`src/rtl/display_scan_ctrl.sv`:
```
// rtl/display_scan_ctrl.sv - time-multiplexed 7-segment scan controller with frame-synchronous shadow value
// Optional leading-zero suppression is built when DISPLAY_LZS_EN is defined.
module display_scan_ctrl #(
  parameter int NUM_DIGITS   = 4,
  parameter int DWELL_CYCLES = 50000,
  parameter int GUARD_CYCLES = 500
) (
  input  logic                    clk,
  input  logic                    rst_n,
  input  logic                    en,
  input  logic [4*NUM_DIGITS-1:0] value,
  input  logic                    load,
  input  logic [NUM_DIGITS-1:0]   blank_mask,
  output logic [3:0]              digit_code,
  output logic [NUM_DIGITS-1:0]   digit_sel_n,
  output logic                    frame_done,
  output logic                    busy
);

  localparam int MAX_CYC = (DWELL_CYCLES > GUARD_CYCLES) ? DWELL_CYCLES : GUARD_CYCLES;
  localparam int CW      = $clog2(MAX_CYC + 1);
  localparam int IW      = $clog2(NUM_DIGITS);

  localparam logic [CW-1:0] GUARD_LAST = CW'(GUARD_CYCLES - 1);
  localparam logic [CW-1:0] DWELL_LAST = CW'(DWELL_CYCLES - 1);
  localparam logic [IW-1:0] IDX_LAST   = IW'(NUM_DIGITS - 1);

  typedef enum logic [1:0] {IDLE, GUARD, DWELL} state_t;

  state_t                  state, state_n;
  logic [IW-1:0]           idx, idx_n;
  logic [CW-1:0]           cnt, cnt_n;
  logic [4*NUM_DIGITS-1:0] pending, pending_n;
  logic [4*NUM_DIGITS-1:0] active, active_n;
  logic [3:0]              code_n;
  logic [NUM_DIGITS-1:0]   sel_n;
  logic                    wrap;
  logic                    blank_n;
  logic [3:0]              nib [NUM_DIGITS];
`ifdef DISPLAY_LZS_EN
  logic                    upper_nz;
`endif

  always_ff @(posedge clk or negedge rst_n) begin
    if (!rst_n) begin
      state       <= IDLE;
      idx         <= '0;
      cnt         <= '0;
      pending     <= '0;
      active      <= '0;
      digit_code  <= 4'h0;
      digit_sel_n <= '1;
      frame_done  <= 1'b0;
      busy        <= 1'b0;
    end else begin
      state       <= state_n;
      idx         <= idx_n;
      cnt         <= cnt_n;
      pending     <= pending_n;
      active      <= active_n;
      digit_code  <= code_n;
      digit_sel_n <= sel_n;
      frame_done  <= wrap;
      busy        <= (state_n != IDLE);
    end
  end

  always_comb begin
    state_n   = state;
    idx_n     = idx;
    cnt_n     = cnt;
    wrap      = 1'b0;
    pending_n = load ? value : pending;

    case (state)
      IDLE: begin
        if (en) begin
          state_n = GUARD;
          idx_n   = '0;
          cnt_n   = '0;
        end
      end
      GUARD: begin
        if (cnt == GUARD_LAST) begin
          state_n = DWELL;
          cnt_n   = '0;
        end else begin
          cnt_n = cnt + 1'b1;
        end
      end
      DWELL: begin
        if (cnt == DWELL_LAST) begin
          state_n = GUARD;
          cnt_n   = '0;
          if (idx == IDX_LAST) begin
            idx_n = '0;
            wrap  = 1'b1;
          end else begin
            idx_n = idx + 1'b1;
          end
        end else begin
          cnt_n = cnt + 1'b1;
        end
      end
      default: state_n = IDLE;
    endcase

    if (!en) begin
      state_n = IDLE;
      idx_n   = '0;
      cnt_n   = '0;
      wrap    = 1'b0;
    end

    // Shadow copy only at the frame boundary (or while idle); pending_n gives load bypass.
    active_n = ((state == IDLE) || wrap) ? pending_n : active;

    for (int k = 0; k < NUM_DIGITS; k++) begin
      nib[k] = active_n[4*k +: 4];
    end

`ifdef DISPLAY_LZS_EN
    upper_nz = 1'b0;
    for (int k = 0; k < NUM_DIGITS; k++) begin
      if ((k >= int'(idx_n)) && (nib[k] != 4'h0)) upper_nz = 1'b1;
    end
    blank_n = blank_mask[idx_n] | ((idx_n != '0) && !upper_nz);
`else
    blank_n = blank_mask[idx_n];
`endif

    code_n = (state_n == IDLE) ? 4'h0 : nib[idx_n];
    sel_n  = '1;
    if ((state_n == DWELL) && !blank_n) sel_n[idx_n] = 1'b0;
  end

endmodule

```
`config.mk`:
```
export PLATFORM = sky130hd
export DESIGN_NAME = display_scan_ctrl
export DESIGN_NICKNAME = d
export VERILOG_FILES = /design/src/rtl/display_scan_ctrl.sv
export SDC_FILE = /design/constraint.sdc
export NUM_CORES = 1
export LEC_CHECK = 0
export CELL_PAD_IN_SITES_DETAIL_PLACEMENT = 1
export CELL_PAD_IN_SITES_GLOBAL_PLACEMENT = 2
export CORE_UTILIZATION = 25
export CTS_BUF_LIST = sky130_fd_sc_hd__clkbuf_4 sky130_fd_sc_hd__clkbuf_8 sky130_fd_sc_hd__clkbuf_16
export CTS_CLUSTER_DIAMETER = 150
export DETAILED_ROUTE_END_ITERATION = 8
export PLACE_DENSITY_LB_ADDON = 0.1
export SLEW_MARGIN = 10
export SYNTH_ARGS = -nofsm -noshare
export SYNTH_HDL_FRONTEND = slang
export SYNTH_SLANG_ARGS = --single-unit
```
`constraint.sdc`:
```
create_clock -name clk -period 2.75 [get_ports clk]
set_clock_uncertainty 0.05 [all_clocks]
set_input_delay 0.55 -clock clk [delete_from_list [all_inputs] [get_ports clk]]
set_output_delay 0.55 -clock clk [all_outputs]
set_load 0.01 [all_outputs]
```
==> impl_metrics.env <==
export IMPL_htree_num_levels=3
export IMPL_cts_resized=0
export IMPL_clkSinkCount=62
export IMPL_grt_pass1_vias=2167
export IMPL_synth_edff_count=0
export IMPL_ant_nets=0
export IMPL_post_cts_setup_buffers=0
export IMPL_rsz0062_at_grt="no"
export IMPL_drt_iter0_markers=42
export IMPL_p_leak_nw=1.662
export IMPL_avgSynthCellArea_um2=11.89
export IMPL_worstSetupStartpointType="flop"
export IMPL_antenna_cells=0
export IMPL_status="completed"
export IMPL_netlist_top_cells_area="dfrtp_1 50%, mux2_2 12%, dfstp_2 3.6%"
export IMPL_yosys_warnings=0
export IMPL_yosysMostFrequentCell="dfrtp_1"
export IMPL_fin_area_um2=3855
export IMPL_worstMarginPinSlew_ns=0.6103
export IMPL_syn_cell_area_um2=2924
export IMPL_critical_path_required_ns=2.95
export IMPL_syn_inst=246
export IMPL_cap_violations=0
export IMPL_gp_congestion=0.6965
export IMPL_yosys_area_top_type="dfrtp_1"
export IMPL_ys_ff_latch=62
export IMPL_ctsRootBufferMaster="clkbuf_16"
export IMPL_r2r_slack_ns=0.31
export IMPL_ys_types=49
export IMPL_initial_core_util_pct=25.61
export IMPL_crit_reg2reg_launch="cnt[10]"
export IMPL_area_delta_synth_final_pct=31.84
export IMPL_post_route_period_util_pct=88.79
export IMPL_cts_buffers=9
export IMPL_synth_seq_area_share_pct=53.23
export IMPL_path_class="flop to flop"
export IMPL_drc_errors=0
export IMPL_total_power_mw=2.651
export IMPL_drt_total_wl_um=6705
export IMPL_timing_final_ws_setup_ns=0.3082
export IMPL_r2r_end="digit_sel_n[0]"
export IMPL_r2r_cells=6
export IMPL_synth_nets=276
export IMPL_endpoint_kind="flop"
export IMPL_io_pins=34
export IMPL_grt_pass1_wl_um=11230
export IMPL_cts_hold_buf=0
export IMPL_drv_slew=0
export IMPL_crit_slowest_cell="or4_4"
export IMPL_vias=2071
export IMPL_routedWlPerCell_um=15.20
export IMPL_rows=39
export IMPL_peakVddDrop_mv=0.3054
export IMPL_synthTopCellsByCount="58 x dfrtp_1, 31 x mux2_2, 21 x o21ai_0"
export IMPL_hold_path_class="input pin to async pin"
export IMPL_drive_gt1_share_pct=24.83
export IMPL_clk_pin_slew_ns=0.06
export IMPL_overflow=0
export IMPL_pwr_density_cell_nw_per_um2=687.8
export IMPL_path_max_fanout=6
export IMPL_antenna_found_initial=0
export IMPL_fin_crit_ns=2.442
export IMPL_synthArstFlopShare_pct=100.0
export IMPL_io_buffers=33
export IMPL_fin_cells=441
export IMPL_relSlewSlack_pct=59.00
export IMPL_setup_tns_ns=0
export IMPL_cts_tree="done"
export IMPL_placed_area_um2=3505
export IMPL_die_h_um=110.2
export IMPL_drt_pass1_iter_count=4
export IMPL_dieWidth_um=110.2
export IMPL_crit_chain="or4_4, o41ai_1, a2bb2oi_1, a211oi_2, nand2b_1, or3_1"
export IMPL_viasPerCell=4.696
export IMPL_core_area_um2=11420
export IMPL_final_hold_violation_count=0
export IMPL_clk_latency_ns=0.33
export IMPL_setup_violations_final=0
export IMPL_post_dp_hpwl_um=4801
export IMPL_crit_arrival_ns=2.64
export IMPL_grt_max_degree=49
export IMPL_die_area_um2=12130
export IMPL_max_clock_freq_ghz=0.4095
export IMPL_worst_path_largest_cell_delay_ns=0.56
export IMPL_pre_cts_slack_ns=0.1447
export IMPL_netlist_area_leader_share_pct=49.64
export IMPL_cts_max_path_buffers=2
export IMPL_dp_cells=425
export IMPL_synth_ff_type="dfrtp_1"
export IMPL_final_nets=323
export IMPL_grt_usage_pct=12.66
[routing by layer]
layer / vias to the layer above / track usage (%) / wire length (µm)
met2: 30 / 20.13 / 3073
met1: 1031 / 16.00 / 3274
met5: - / 0 / 0
met3: 12 / 3.880 / 244
met4: 0 / 5.075 / 112
li1: 998 / - / -
[worst max-delay path: cells and delay by family, from the launching register on]
kind | cells | cell delay (ns)
AOI/OAI and AO/OA | 3 | 0.89
DFF | 1 | 0.42
and+or+nand+nor | 3 | 1.01
[final cells by class]
type / count / area [µm²]
sequential: 62 / 1556
tap: 143 / 178.9
multi-input combinational: 168 / 1274
clock inverter: 7 / 125.1
timing repair buffer: 46 / 473.0
clock buffer: 9 / 225.2
fill: 1250 / 7564
inverter: 6 / 22.52
[flip-flops by register name (all words and copies together) (netlist names), 2 cells and up]
register / cells
active: 16
cnt: 16
digit_code: 4
digit_sel_n: 4
idx: 2
pending: 16
state: 2
[metrics by stage]
| stage | hold slack [ns] | utilization [%] |
|---|---|---|
| 2_1_floorplan | 0.2044 | - |
| 3_3_place_gp | 0.4270 | 30.69 |
| 3_5_place_dp | 0.4336 | 30.69 |
| 4_1_cts | 0.09659 | 33.76 |
| 5_1_grt | 0.09872 | 33.76 |
| 6_report | 0.09340 | 33.76 |
[cell usage in the layout (no fill, tap or decap), drive strengths merged, types with 4 or more instances in the layout]
cell type and instances:
and3 5, buf 14, clkbuf 9, clkdlybuf4s50 32
dfrtp 58, dfstp 4, ha 6, inv 10
mux2 32, mux2i 9, nand2 13, nand2b 7
nand3 10, nor2 13, o21ai 21, o22ai 4
o31ai 6, o41ai 4, or3 4
[how the worst max path moves through the flow]
stage                        from        endpoint  slack, ns
after floorplan            cnt[0]   digit_code[0]       0.47
final                     cnt[10]  digit_sel_n[0]       0.31
after global placement         en   digit_code[3]       0.20
after detailed placement       en  digit_sel_n[0]       0.14
after global routing       cnt[9]   digit_code[3]       0.08
after CTS                  cnt[0]   digit_code[3]       0.29
[cell families (layout without fill, tap and decap cells)]
family | after synthesis | count (layout) | synth area share (%)
xor+xnor | 2 | 2 | 0.5992
fa+ha+maj | 6 | 6 | 2.567
buf+inv | 16 | 68 | 3.209
mux | 41 | 41 | 15.40
compound gates | 44 | 44 | 10.78
simple gates | 75 | 75 | 14.21
flops | 62 | 62 | 53.23
[report_power, final]
group	internal (mW)	switching (mW)
logic	0.161	0.137
clock network	0.897	0.438
registers	0.995	0.0225
No activity file was read; power rests on OpenSTA's default activity.
